`src/rtl/botao_passo.sv`:
```
// Push-button front end: turns raw up/down buttons into clean, arbitrated
// single-cycle step pulses (acrescer/decrecer) with optional hold-to-repeat.

module botao_passo_canal #(
  parameter int DEBOUNCE_CYCLES = 16,
  parameter int REPEAT_DELAY    = 1000,
  parameter int REPEAT_PERIOD   = 200
) (
  input  logic clk,
  input  logic rst_n,
  input  logic btn,
  input  logic repeat_en,
  output logic held,
  output logic pulse
);

  localparam logic [7:0]  DEB_LAST    = 8'(DEBOUNCE_CYCLES - 1);
  localparam logic [15:0] DELAY_LAST  = 16'(REPEAT_DELAY - 1);
  localparam logic [15:0] PERIOD_LAST = 16'(REPEAT_PERIOD - 1);

  typedef enum logic [1:0] {IDLE, DELAY, REPEAT} state_t;

  logic [1:0]  sync;
  logic [7:0]  cnt;
  logic        s;
  state_t      state, state_nx;
  logic [15:0] timer, timer_nx;

  assign s = sync[1];

  // Level only flips after DEBOUNCE_CYCLES consecutive disagreeing samples.
  always_ff @(posedge clk or negedge rst_n) begin
    if (!rst_n) begin
      sync <= '0;
      cnt  <= '0;
      held <= 1'b0;
    end else begin
      sync <= {sync[0], btn};
      if (s != held) begin
        if (cnt == DEB_LAST) begin
          held <= s;
          cnt  <= '0;
        end else begin
          cnt <= cnt + 8'd1;
        end
      end else begin
        cnt <= '0;
      end
    end
  end

  always_ff @(posedge clk or negedge rst_n) begin
    if (!rst_n) begin
      state <= IDLE;
      timer <= '0;
    end else begin
      state <= state_nx;
      timer <= timer_nx;
    end
  end

  // IDLE is only ever entered with held low, so a high level here is a rising edge.
  always_comb begin
    state_nx = state;
    timer_nx = timer;
    pulse    = 1'b0;
    case (state)
      IDLE: begin
        if (held) begin
          pulse    = 1'b1;
          timer_nx = '0;
          state_nx = DELAY;
        end
      end
      DELAY: begin
        if (!held) begin
          state_nx = IDLE;
          timer_nx = '0;
        end else if (timer >= DELAY_LAST) begin
          timer_nx = DELAY_LAST;
          if (repeat_en) begin
            pulse    = 1'b1;
            timer_nx = '0;
            state_nx = REPEAT;
          end
        end else begin
          timer_nx = timer + 16'd1;
        end
      end
      REPEAT: begin
        if (!held) begin
          state_nx = IDLE;
          timer_nx = '0;
        end else if (repeat_en) begin
          if (timer >= PERIOD_LAST) begin
            pulse    = 1'b1;
            timer_nx = '0;
          end else begin
            timer_nx = timer + 16'd1;
          end
        end
      end
      default: begin
        state_nx = IDLE;
        timer_nx = '0;
      end
    endcase
  end

endmodule

module botao_passo #(
  parameter int DEBOUNCE_CYCLES = 16,
  parameter int REPEAT_DELAY    = 1000,
  parameter int REPEAT_PERIOD   = 200
) (
  input  logic clk,
  input  logic rst_n,
  input  logic btn_up,
  input  logic btn_down,
  input  logic repeat_en,
  output logic acrescer,
  output logic decrecer,
  output logic up_held,
  output logic down_held
);

  logic up_pulse, down_pulse;

  botao_passo_canal #(
    .DEBOUNCE_CYCLES(DEBOUNCE_CYCLES),
    .REPEAT_DELAY   (REPEAT_DELAY),
    .REPEAT_PERIOD  (REPEAT_PERIOD)
  ) u_up (
    .clk      (clk),
    .rst_n    (rst_n),
    .btn      (btn_up),
    .repeat_en(repeat_en),
    .held     (up_held),
    .pulse    (up_pulse)
  );

  botao_passo_canal #(
    .DEBOUNCE_CYCLES(DEBOUNCE_CYCLES),
    .REPEAT_DELAY   (REPEAT_DELAY),
    .REPEAT_PERIOD  (REPEAT_PERIOD)
  ) u_down (
    .clk      (clk),
    .rst_n    (rst_n),
    .btn      (btn_down),
    .repeat_en(repeat_en),
    .held     (down_held),
    .pulse    (down_pulse)
  );

  // A pulse only passes while the opposite button is released, so both never fire together.
  always_ff @(posedge clk or negedge rst_n) begin
    if (!rst_n) begin
      acrescer <= 1'b0;
      decrecer <= 1'b0;
    end else begin
      acrescer <= up_pulse & ~down_held;
      decrecer <= down_pulse & ~up_held;
    end
  end

endmodule
```
`config.mk`:
```
export PLATFORM = sky130hd
export DESIGN_NAME = botao_passo
export DESIGN_NICKNAME = d
export VERILOG_FILES = /design/src/rtl/botao_passo.sv
export SDC_FILE = /design/constraint.sdc
export NUM_CORES = 1
export LEC_CHECK = 0
export CORE_ASPECT_RATIO = 1.2
export CORE_MARGIN = 3
export CORE_UTILIZATION = 49
export CTS_CLUSTER_DIAMETER = 150
export CTS_CLUSTER_SIZE = 25
export DETAILED_ROUTE_END_ITERATION = 7
export GPL_ROUTABILITY_DRIVEN = 1
export PLACE_DENSITY = 0.68
export SLEW_MARGIN = 20
export SYNTH_ARGS = -nofsm -noshare
export SYNTH_HDL_FRONTEND = slang
export SYNTH_SLANG_ARGS = --single-unit
```
`constraint.sdc`:
```
create_clock -name clk -period 2.2 [get_ports clk]
set_clock_uncertainty 0.2 [all_clocks]
set_input_delay 0.33 -clock clk [delete_from_list [all_inputs] [get_ports clk]]
set_output_delay 0.33 -clock clk [all_outputs]
set_load 0.02 [all_outputs]
```
Word-level counts from Yosys, hierarchy flattened
Index checks and enable logic that the tools add are counted.

Output and inout port bits: 4. Register bits after elaboration: 60. Word-level logic and storage cells: 95. Memories: 0. Bits in read-only memories: 0. Bits in latches: 0. Input port bits: 5. Bits in writable memories: 0.

$lt $le $gt $ge: 4. Muxes and demuxes: 45. Reductions and logical operators: 8. $mul: 0. Equal/unequal tests: 18. Shift operators: 0. Bitwise gates (word level): 4. Add/sub/neg operators: 4. Div/mod/pow operators: 0.

Operators by type and width (number): two-way mux 16 bit (12); case mux 16 bit (3 select lines) (2); adder 16 x 1 -> 16 bit, second input constant (2); greater-or-equal comparator 16 x 10 -> 1 bit, second input constant (2); greater-or-equal comparator 16 x 8 -> 1 bit, second input constant (2); two-way mux 8 bit (4); two-way mux 2 bit (9); != test 3 bit, second input constant (6); adder 8 x 1 -> 8 bit, second input constant (2); equality test 8 x 4 -> 1 bit, second input constant (2); two-way mux 1 bit (13); case mux 2 bit (3 select lines) (2); two-way mux 10 bit (1); AND reduction 2 bit (4); AND reduction 4 bit (2); case mux 1 bit (3 select lines) (2); equality test 2 x 1 -> 1 bit, second input constant (2); equality test 2 bit, second input constant (2); zero test 2 bit (2); != test 2 x 1 -> 1 bit, second input constant (2); != test 2 bit, second input constant (2); AND 1 bit (2); != test 1 bit (2); NOT 1 bit (2).

Longest topological paths before layout
Gate-level depths: netlist of the first run.

Word-level depth: 6. Gate-level depth with buffers: 8. Depth with buffers taken out: 7.

Modules after synthesis
Synthesis of the first run repeated with hierarchy kept, for this count alone.

Cell total of the unflattened synthesis: 325. Area, all modules: 3225.6 um2.

Modules (own cells, without submodules): botao_passo_canal (u_up) (cells each 159, area an instance 1575.3 um2, times used 1, seq. area each 725.7 um2); botao_passo_canal (u_down) (cells each 162, area an instance 1572.8 um2, times used 1, seq. area each 725.7 um2); botao_passo (cells each 4, area an instance 77.6 um2, times used 1, seq. area each 50.0 um2).

Least setup slack after synthesis of the first run
Ideal clock, no wire load.

Path kind: register -> register. Start point: register u_down.timer[0]. End point: register u_down.timer[3]. Cell stages (with the launch flop): 8. Path buffers: 1. Slack: 180 ps. Library setup time: 87 ps. Clock period less this slack: 2020 ps. Arrival time: 1733 ps. Data required time: 1913 ps. Cell sequence: dfrtp_1 > ha_1 > a2111oi_2 > o2111ai_1 > nor2_1 > buf_2 > o21ai_1 > a22oi_1.

Longest elaborated chain between the ends: 5. Elaborated cells on any way between the ends: 9. Classes of those cells: add/sub (1); order compare (2); mux (6).

Ends and longest elaborated chain: from (decl) (RTL line 27) `logic [15:0] timer, timer_nx;`; from (signal assigned) (RTL line 58) `timer <= timer_nx;`; adder 16 x 1 -> 16 bit / greater-or-equal comparator 16 x 8 -> 1 bit (equally long branches) (RTL line 87, 99, 95); two-way mux 16 bit (RTL line 95) `if (timer >= PERIOD_LAST) begin`; two-way mux 16 bit (RTL line 94) `end else if (repeat_en) begin`; two-way mux 16 bit (RTL line 91) `if (!held) begin`; case mux 16 bit (3 select lines) (*) (RTL line 67) `case (state)`.

Mark *: on every way between the ends. The rest lies on a longest branch, timed or not. The select of a mux whose other input is x is not followed. A chain may end at the register's enable or synchronous reset.

Worst setup path after layout of the first run
Start point: register u_down.timer[0]. End point: register u_down.timer[5].

The elaborated chain is that of the path after synthesis.

==> results of run 1 <==
## synth_stat cells, drive strengths merged, types with 3 or more instances
cell	number	share of area (%)
o22ai	9	1.7
xor2	8	2.2
a21oi	11	1.7
dfrtp	60	46
clkbuf	4	0.50
nor3	5	1.1
nand4	3	0.58
a211o	3	0.81
nor4	5	1.2
nor2b	7	1.4
a211oi	3	1.0
mux2	4	1.4
xnor2	8	2.2
buf	6	0.93
inv	14	1.6
ha	12	4.6
nor3b	3	0.70
a21o	3	0.70
and3	8	1.5
o21ai	14	2.2
nand2	34	3.9
and2	15	2.9
nand3	19	3.1
o211ai	8	1.9
a31oi	6	1.2
nor2	29	3.5
a22oi	3	0.70
## cells by family (layout without fill, tap and decap cells)
kind of cell,count (synthesis),count (layout)
mux,6,6
xor+xnor,16,16
simple gates,140,140
fa+ha+maj,12,12
flops,60,60
compound gates,75,75
buf+inv,24,69
## sequential cells by signal (all words and copies together), names as in the netlist
signal        count
u_up.held         1
decrecer          1
u_down.timer     16
u_down.sync       2
u_up.cnt          8
u_up.timer       16
u_down.held       1
u_up.state        2
acrescer          1
u_down.cnt        8
u_up.sync         2
u_down.state      2
## per-layer routing
| layer | global-route usage [%] | routed length [µm] | up-vias | share of wire, % |
|---|---|---|---|---|
| li1 | - | - | 1277 | - |
| met5 | 0 | 0 | - | 0 |
| met3 | 3.592 | 175 | 11 | 2.7 |
| met2 | 31.70 | 3162 | 32 | 49 |
| met1 | 24.45 | 3015 | 1279 | 46 |
| met4 | 9.437 | 148 | 0 | 2.3 |
## timing repair
item	in CTS	in global routing
resized for setup	0	6
buffers inserted	0	5
setup endpoints to repair	0	14
hold buffers	1	0
hold endpoints to repair	21	0
## final timing paths
path | from | end | cells past startpoint
worst min-delay path | u_up.sync[0]$_DFF_PN0_ | u_up.sync[1]$_DFF_PN0_ | 0
min in group asynchronous | rst_n | u_down.timer[1]$_DFFE_PN0P_ | 2
max in group asynchronous | rst_n | u_down.cnt[3]$_DFF_PN0_ | 3
worst max register to register | u_down.timer[0]$_DFFE_PN0P_ | u_down.timer[5]$_DFFE_PN0P_ | 7
worst max-delay path | u_down.timer[0]$_DFFE_PN0P_ | u_down.timer[5]$_DFFE_PN0P_ | 7
worst min register to register | u_up.sync[0]$_DFF_PN0_ | u_up.sync[1]$_DFF_PN0_ | 0
## final cells by class
cell class                 instances  share of cell area [%]
clock inverter                     6                   1.693
timing repair buffer              39                   8.496
clock buffer                      10                   3.320
multi-input combinational        249                   43.39
inverter                          14                   1.367
sequential                        60                   39.06
tap                               82                   2.669
## metrics by stage
step | cells | utilization [%] | setup TNS (ps)
floorplan | 333 | - | 0
global placement | 438 | 57.54 | -346.9
detailed placement | 438 | 57.54 | -477.4
CTS | 455 | 60.81 | 0
global route | 460 | 61.94 | 0
finish | 460 | 61.94 | 0
## worst register-to-register path, stage by stage, from the launching register on
cell and delay (ps):
dfrtp_1 410, ha_2 240, a2111oi_4 350, o2111ai_1 160, nor2_1 150, buf_6 160, nor2_2 90, o211ai_1 200
## power breakdown
| part | switching (mW) | internal, mW | leakage [nW] |
|---|---|---|---|
| registers | 0.0117 | 1.12 | 0.824 |
| logic | 0.0606 | 0.0390 | 0.808 |
| clock network | 0.448 | 0.523 | 0.0962 |
| total | 0.521 | 1.68 | 1.73 |
==> results.yml, run 1 <==
outcome:
  outcome: "complete, no violations"
synthesis:
  avgSynthCellArea_um2: 9.728
  syn_nets: 350
  synthSimpleGateAreaFrac_pct: 23.14
  seq_area_frac_synth_pct: 46.35
  synthFlopType: "dfrtp_1"
  synth_edf_count: 0
  synthAdderAreaFrac_pct: 4.635
  yosys.area_share.xor_xnor_pct: 4.326
  netlist_area_um2: 3239
  synth-compound-area-share_pct: 16.49
  synthMuxAreaShare_pct: 2.008
  synthCells: 333
  ys_ff_latch: 60
  synth_top_family_by_area: "simple AND/OR/NAND/NOR gates"
  yosys_warnings: 0
  yosys.cell_types.count: 58
  synthArstFlopShare_pct: 100.0
power_and_ir_drop:
  leakagePower_nw: 1.728
  p_per_area_nw_per_um2: 572.2
  p_total_mw: 2.200
  peakVddDrop_v: 0.0003708
critical_path:
  slowest_stage: "dfrtp_1"
  critPathArrivalTime_ps: 2110
  crit_path_start_kind: "register"
  cpLargestDelayFamily: "compound AO/OA/AOI/OAI gates"
  required_ps: 2250
  path_class: "register to register"
  crit_path_max_incr_delay_ps: 410
  reg2reg_slack_ps: 140
  critical_path.cell_chain: "ha_2 -> a2111oi_4 -> o2111ai_1 -> nor2_1 -> buf_6 -> nor2_2 -> o211ai_1"
  cp-end-kind: "register"
  crit_buf_inv: 1
  crit_path_max_fanout: 10
global_routing:
  grt_antenna_before_repair: 0
  grtUsageTotal_pct: 19.30
  grt_max_degree: 27
  grt_pass1_wl_um: 11490
  grt_overflow: 0
  grt_pass1_vias: 2555
clocking:
  cts_root_buf: "clkbuf_8"
  path_clk_slew_ps: 70
  clock_path_buffers: 2
  numCtsBuffers: 9
  cts_tree: "done"
  cts_sinks: 60
  clock_latency_ps: 340
  htree_levels: 3
detailed_routing:
  drtIter0Drc: 104
  wirelength_um: 6501
  viasPerCell: 5.650
  drt_pre_antenna_iters: 4
  wire_per_inst_um: 14.13
  drc_errors: 0
  vias: 2599
  postRouteAntennaNets: 0
floorplan:
  num_io_pins: 9
  num_rows: 31
  die_x_um: 80.23
  die_y_um: 95.07
  core-area_um2: 6206
  start_util_pct: 52.20
  die-area_um2: 7627
placement:
  port_buffers: 8
  place_congestion: 0.8155
  placed_cell_area_um2: 3571
  dp_hpwl_um: 4645
  place_ws_ps: -97.03
sta:
  hold_viol_final: 0
  rsz0062_at_grt: "false"
  fmax_ghz: 0.4852
  fin_ws_ps: 138.8
  slew_viol_final: 0
  setup_viol: 0
  slew_headroom_pct: 63.58
  period_share_pct: 93.69
  min_period_ps: 2061
  whs_ps: 149.7
  worstMarginPinSlew_ps: 546.3
finish:
  multi_input_area_um2: 1668
  final_nets: 390
  final_common_cell: "dfrtp_1"
  n_antenna_cell: 0
  syn2layout_area_growth_pct: 18.66
  final_cell_mix: "dfrtp_1, nand2_1, buf_4"
  drive_gt1_share_pct: 17.20
  n_fill_cell: 506
  fin_area_um2: 3844
  seqCellArea_um2: 1501
hold_path:
  hold_path_class: "register to register"
job:
  max_cap_viol_count: 0
No activity file was read; power rests on OpenSTA's default activity.
==> run 2, diff against run 1 <==
==> constraint.sdc (replaced) <==
create_clock -name clk -period 1.7 [get_ports clk]
set_clock_uncertainty 0.2 [all_clocks]
set_input_delay 0.255 -clock clk [delete_from_list [all_inputs] [get_ports clk]]
set_output_delay 0.255 -clock clk [all_outputs]
set_load 0.02 [all_outputs]
==> run 2 against run 1 <==
The run now ends with negative setup slack left. Worst hold slack lost 9.3 ps. Non-clock buffer count grew 46. Sequential cell count is the same. Global-route usage grew 2.7 points. Sequential share of layout area shrank 6.0 points. Utilization grew 12 points. Via count grew 8.8%. Clock-buffer cell count shrank 1. Register-to-register slack lost 500 ps. Critical path type unchanged. Highest routed layer unchanged.
==> results.yml, run 2 (synthesis results as in run 1) <==
sta:
  tns_ps: -6255
  hold_viol_final: 0
  fmax_ghz: 0.4860
  slew_headroom_pct: 72.16
  worstMarginPinSlew_ps: 414.4
  rsz0062_at_grt: "true"
  period_share_pct: 121.0
  min_period_ps: 2057
  slew_viol_final: 0
  fin_ws_ps: -357.4
  setup_viol: 32
placement:
  placed_cells: 476
  dp_hpwl_um: 4927
  place_congestion: 0.8327
  port_buffers: 8
finish:
  reg.largest.list: "u_down.timer (16), u_up.timer (16)"
  final_common_cell: "buf_4"
  fin_cells: 506
  drive_gt1_share_pct: 38.44
  n_fill_cell: 434
  n_antenna_cell: 0
  final_cell_mix: "buf_4, dfrtp_1, nand2_1"
  syn2layout_area_growth_pct: 40.94
  final_nets: 436
global_routing:
  grt_pass1_vias: 2872
  grt_pass1_wl_um: 12910
  grt_busiest_layer: "met2"
  grt_overflow: 0
  grt_antenna_before_repair: 0
  gr-usage-met3_pct: 4.537
  grtUsageTotal_pct: 22.03
  grtUsageMet1_pct: 26.23
  grt_max_degree: 61
  gr-usage-met2_pct: 38.95
floorplan:
  die_x_um: 80.23
  num_io_pins: 9
  start_util_pct: 52.20
  die-area_um2: 7627
  core-area_um2: 6206
  num_rows: 31
  die_y_um: 95.07
power_and_ir_drop:
  leakagePower_nw: 2.136
  switchingPower_mw: 0.7260
  seq_power_share_pct: 52.5
  p_per_area_nw_per_um2: 609.5
  swShare_pct: 26.09
  p_clk_share_pct: 41.4
  internal_power_mw: 2.057
  peakVddDrop_v: 0.0005071
  p_comb_share_pct: 6.1
  p_total_mw: 2.783
critical_path:
  r2r_cells: 9
  required_ps: 1710
  path_class: "register to register"
  critPathArrivalTime_ps: 2070
  crit_path_max_fanout: 6
  crit_path_start_kind: "register"
  cp-end-kind: "register"
clocking:
  numCtsBuffers: 9
  cts_root_buf: "clkbuf_8"
  clock_path_buffers: 2
  clock_latency_ps: 340
  cts_tree: "done"
  htree_levels: 3
  cts_sinks: 60
  path_clk_slew_ps: 80
detailed_routing:
  wire_per_inst_um: 15.68
  vias: 2827
  viasPerCell: 5.587
  drtIter0Drc: 127
  drc_errors: 0
  drt_pre_antenna_iters: 5
  wirelength_um: 7934
  postRouteAntennaNets: 0
hold_path:
  hold_path_depth: 1
  hold_path_class: "input port to register"
outcome:
  outcome: "finished with violations"
  violations: "negative setup slack"
job:
  max_cap_viol_count: 0
[run 2: cell count changes in the layout (fill, tap and decap cells not counted), sizes merged, moves of 2 or more]
cell	before	now
inv	14	16
buf	31	77
clkdlybuf4s50	7	2
dlygate4sd2	0	3
[run 2: power by group through the flow]
stage	Clock [mW]	Sequential [mW]	Combinational, mW
final	1.15	1.46	0.170
after global routing	1.25	1.46	0.190
after CTS	1.19	1.46	0.163
after detailed placement	0	1.49	0.145
after global placement	0	1.49	0.143
after floorplan	0	1.49	0.0622
[run 2: per-stage QoR]
| stage | worst slack [ps] | utilization [%] | instance area, µm² | hold slack (ps) |
|---|---|---|---|---|
| 4_1_cts | -250.6 | 70.67 | 4385 | 124.5 |
| 6_report | -357.4 | 73.57 | 4566 | 140.4 |
| 5_1_grt | -410.4 | 73.57 | 4566 | 131.6 |
| 3_3_place_gp | -514.5 | 63.23 | 3924 | 89.11 |
| 2_1_floorplan | -237.4 | - | 3288 | -240.6 |
| 3_5_place_dp | -553.2 | 63.23 | 3924 | 86.87 |
[run 2: cell type report]
type / count / area, µm² / share of cell area [%]
multi-input cells: 249 / 1993 / 43.66
inverters: 14 / 52.55 / 1.151
clock buffers: 9 / 123.9 / 2.713
repair buffers: 85 / 734.5 / 16.09
flip-flops and latches: 60 / 1508 / 33.02
well taps: 82 / 102.6 / 2.247
clock inverters: 7 / 51.30 / 1.124
[run 2: final timing paths]
path / startpoint / endpoint / slack, ps
min in group asynchronous: rst_n / u_down.timer[9]$_DFFE_PN0P_ / 240
hold reg to reg: u_up.sync[0]$_DFF_PN0_ / u_up.sync[1]$_DFF_PN0_ / 150
hold / removal: btn_down / u_down.sync[0]$_DFF_PN0_ / 140
setup / recovery: u_down.state[0]$_DFFE_PN0P_ / u_down.timer[8]$_DFFE_PN0P_ / -360
max in group asynchronous: rst_n / u_down.held$_DFFE_PN0P_ / 750
setup reg to reg: u_down.state[0]$_DFFE_PN0P_ / u_down.timer[8]$_DFFE_PN0P_ / -360
[run 2: per-layer routing]
layer / share of wire, % / wire (µm)
met1: 41 / 3290
met2: 54 / 4303
met3: 2.9 / 230
met4: 1.4 / 110
met5: 0 / 0
[run 2: worst max-delay path, cell delays in order, from the launching register on]
cell and delay, ps:
dfrtp_1 400, inv_2 110, ha_4 140, buf_6 100, nand2b_4 60, nand4_1 190
and3b_2 280, buf_12 140, o22ai_4 180, o211ai_1 130
[run 2: timing repair]
action | CTS | global route
pin swaps | 17 | 25
endpoints found under the setup margin | 42 | 39
hold endpoints to repair | 60 | 0
gates resized for setup | 47 | 37
hold buffers | 1 | 0
cloned | 1 | 0
buffers inserted | 9 | 6
==> run 3, diff against run 2 <==
--- a/config.mk
+++ b/config.mk
@@ -5,7 +5,7 @@
 export SDC_FILE = /design/constraint.sdc
 export NUM_CORES = 1
 export LEC_CHECK = 0
-export CORE_ASPECT_RATIO = 1.2
+export CORE_ASPECT_RATIO = 0.7
 export CORE_MARGIN = 3
 export CORE_UTILIZATION = 49
 export CTS_CLUSTER_DIAMETER = 150
@@ -16,4 +16,5 @@
 export SLEW_MARGIN = 20
 export SYNTH_ARGS = -nofsm -noshare
 export SYNTH_HDL_FRONTEND = slang
+export SYNTH_HIERARCHICAL = 1
 export SYNTH_SLANG_ARGS = --single-unit
==> run 3 against run 2 <==
Clock power down 7%. Wire length up 0.72%. Worst setup slack worse by 170 ps. The run still ends with negative setup slack left. Global-route usage down 0.73 points. Total power down 4.8%. Combinational power down 27%. Critical path depth down 3. Non-clock buffer count up 10. Die area down 0.25%. Fmax down 7.7%. Worst hold slack better by 8.6 ps. Clock-buffer cell count up 2.
==> results.yml, run 3 <==
sta:
  rsz0062_at_grt: "true"
  hold_viol_final: 0
  period_share_pct: 131.1
  slew_viol_final: 0
  worstMarginPinSlew_ps: 410.9
  setup_viol: 32
  fin_ws_ps: -527.9
  tns_ps: -9450
  min_period_ps: 2228
  slew_headroom_pct: 72.61
  fmax_ghz: 0.4488
critical_path:
  crit_path_max_fanout: 3
  crit_path_start_kind: "register"
  crit_path_max_incr_delay_ps: 460
  critPathArrivalTime_ps: 2280
  reg2reg_slack_ps: -530
  rr_endpoint: "u_up/timer[3]$_DFFE_PN0P_"
  r2r-start: "u_up/timer[1]$_DFFE_PN0P_"
  cp-end-kind: "register"
  path_class: "register to register"
  slowest_stage: "or4b_1"
  r2r_cells: 6
  required_ps: 1750
  critical_path.cell_chain: "ha_4 -> a211o_1 -> and3b_2 -> o31ai_4 -> or4b_1 -> mux2i_1"
clocking:
  clock_latency_ps: 330
  path_clk_slew_ps: 60
  numCtsBuffers: 9
  cts_tree: "done"
  htree_levels: 3
  cts_root_buf: "clkbuf_8"
  cts_sinks: 60
  clock_path_buffers: 2
floorplan:
  die_y_um: 73.88
  core-area_um2: 6306
  start_util_pct: 51.15
  die_x_um: 103.0
  num_rows: 24
  die-area_um2: 7608
  num_io_pins: 9
power_and_ir_drop:
  internal_power_mw: 2.042
  p_clk_share_pct: 40.2
  peakVddDrop_v: 0.0004596
  switchingPower_mw: 0.6064
  swShare_pct: 22.89
  p_comb_share_pct: 4.7
  p_per_area_nw_per_um2: 580.3
  leakagePower_nw: 2.134
  seq_power_share_pct: 55.1
global_routing:
  grtUsageTotal_pct: 21.30
  grt_pass1_vias: 2695
  grt_overflow: 0
  grt_antenna_before_repair: 0
  grt_pass1_wl_um: 12460
  grt_max_degree: 61
hold_path:
  hold_path_depth: 0
  holdPathEnd: "u_down/sync[1]$_DFF_PN0_"
  hp-start: "u_down/sync[0]$_DFF_PN0_"
  hold_path_class: "register to register"
detailed_routing:
  vias: 2834
  drt_pre_antenna_iters: 4
  wire_per_inst_um: 15.79
  viasPerCell: 5.601
  wirelength_um: 7991
  drc_errors: 0
  drtIter0Drc: 161
  postRouteAntennaNets: 0
finish:
  multi_input_area_um2: 1994
  final_util_pct: 72.38
  final_cell_mix: "buf_4, dfrtp_1, nand2_1"
  syn2layout_area_growth_pct: 41.51
  drive_gt1_share_pct: 40.89
  n_antenna_cell: 0
  final_common_cell: "buf_4"
  n_fill_cell: 455
  seqCellArea_um2: 1504
  reg.largest.list: "u_down/timer (16), u_up/timer (16)"
  final_nets: 442
job:
  max_cap_viol_count: 0
synthesis:
  ys_top_cells_by_count: "dfrtp_1, nand2_1, nor2_1"
  synthCells: 325
  synth_edf_count: 0
  yosys.cell_types.count: 57
  syn_nets: 342
  avgSynthCellArea_um2: 9.925
  synthArstFlopShare_pct: 100.0
  seq_area_frac_synth_pct: 46.55
  synth_largest_area_cell: "dfrtp_1"
  ys_top_cells_by_area: "dfrtp_1, ha_1, nand2_1, xor2_1, and2_1"
  ys_ff_latch: 60
  yosys_warnings: 6
  synthFlopType: "dfrtp_1"
  netlist_area_um2: 3226
  yosysMostFrequentCell: "dfrtp_1"
  synth_top_area_share_pct: 46.55
placement:
  place_congestion: 0.8701
  port_buffers: 8
  dp_hpwl_um: 5177
outcome:
  violations: "negative setup slack"
  outcome: "finished with violations"
run 3: power groups by stage:
stage          clock network (mW)  registers (mW)  logic (mW)
2_1_floorplan                   0            1.48      0.0451
3_3_place_gp                    0            1.48       0.113
4_1_cts                      1.10            1.46       0.122
3_5_place_dp                    0            1.48       0.114
5_1_grt                      1.17            1.46       0.140
6_report                     1.07            1.46       0.124
run 3: how the worst max path moves through the flow:
stage / end / start / slack (ps)
3_3_place_gp: u_up/timer[1]$_DFFE_PN0P_ / u_up/timer[0]$_DFFE_PN0P_ / -450
3_5_place_dp: u_up/timer[1]$_DFFE_PN0P_ / u_up/timer[0]$_DFFE_PN0P_ / -500
5_1_grt: u_up/timer[3]$_DFFE_PN0P_ / u_up/timer[15]$_DFFE_PN0P_ / -590
2_1_floorplan: u_up/timer[3]$_DFFE_PN0P_ / u_up/timer[0]$_DFFE_PN0P_ / -480
6_report: u_up/timer[3]$_DFFE_PN0P_ / u_up/timer[1]$_DFFE_PN0P_ / -530
4_1_cts: u_up/timer[3]$_DFFE_PN0P_ / u_up/timer[1]$_DFFE_PN0P_ / -470
run 3: timing repair:
item	CTS	global route
hold buffers	1	0
cloned	1	0
gates resized for setup	42	27
setup endpoints to repair	36	40
pin swaps	30	20
endpoints found under the hold margin	60	0
setup buffers	7	10
run 3: worst max-delay path: cells and delay by family, from the launching register on:
kind	cells	cell delay (ps)
AND/OR/NAND/NOR	2	710
AO/OA/AOI/OAI	2	500
flip-flops	1	410
adder cells (fa/ha/maj)	1	190
multiplexers	1	140
run 3: final cells by class:
type | count | area share, %
Timing Repair Buffer | 95 | 16.97
Clock buffer | 11 | 3.098
Multi-Input combinational cell | 249 | 43.70
Tap cell | 78 | 2.138
Sequential cell | 60 | 32.95
Clock inverter | 3 | 0.3289
Inverter | 10 | 0.8224
run 3: cell families (layout without fill, tap and decap cells):
| group | Yosys count | in the layout | share of synthesized area, % |
|---|---|---|---|
| adder cells (fa/ha/maj) | 12 | 12 | 4.655 |
| multiplexers | 6 | 6 | 1.978 |
| XOR/XNOR | 22 | 22 | 5.974 |
| flip-flops | 60 | 60 | 46.55 |
| buffers and inverters | 16 | 119 | 2.211 |
| AO/OA/AOI/OAI | 64 | 64 | 14.59 |
| AND/OR/NAND/NOR | 145 | 145 | 24.05 |
run 3: layer usage:
layer | part of all wire, % | wire length, µm | global-route usage (%) | up-vias
met5 | 0 | 0 | 0 | -
met1 | 46 | 3667 | 30.04 | 1377
met4 | 1.7 | 135 | 6.753 | 0
met3 | 5.1 | 409 | 5.598 | 17
met2 | 47 | 3778 | 32.13 | 81
li1 | - | - | - | 1359
run 3: per-stage QoR:
stage / instances / hold WS (ps) / area [µm²] / power (mW) / setup slack (ps)
2_1_floorplan: 325 / -240.6 / 3382 / 1.528 / -476.6
3_3_place_gp: 477 / 82.11 / 4058 / 1.597 / -450.8
3_5_place_dp: 477 / 85.87 / 4058 / 1.599 / -502.4
4_1_cts: 499 / 150.3 / 4412 / 2.677 / -467.9
5_1_grt: 506 / 156.9 / 4564 / 2.768 / -592.9
6_report: 506 / 149.0 / 4564 / 2.649 / -527.9
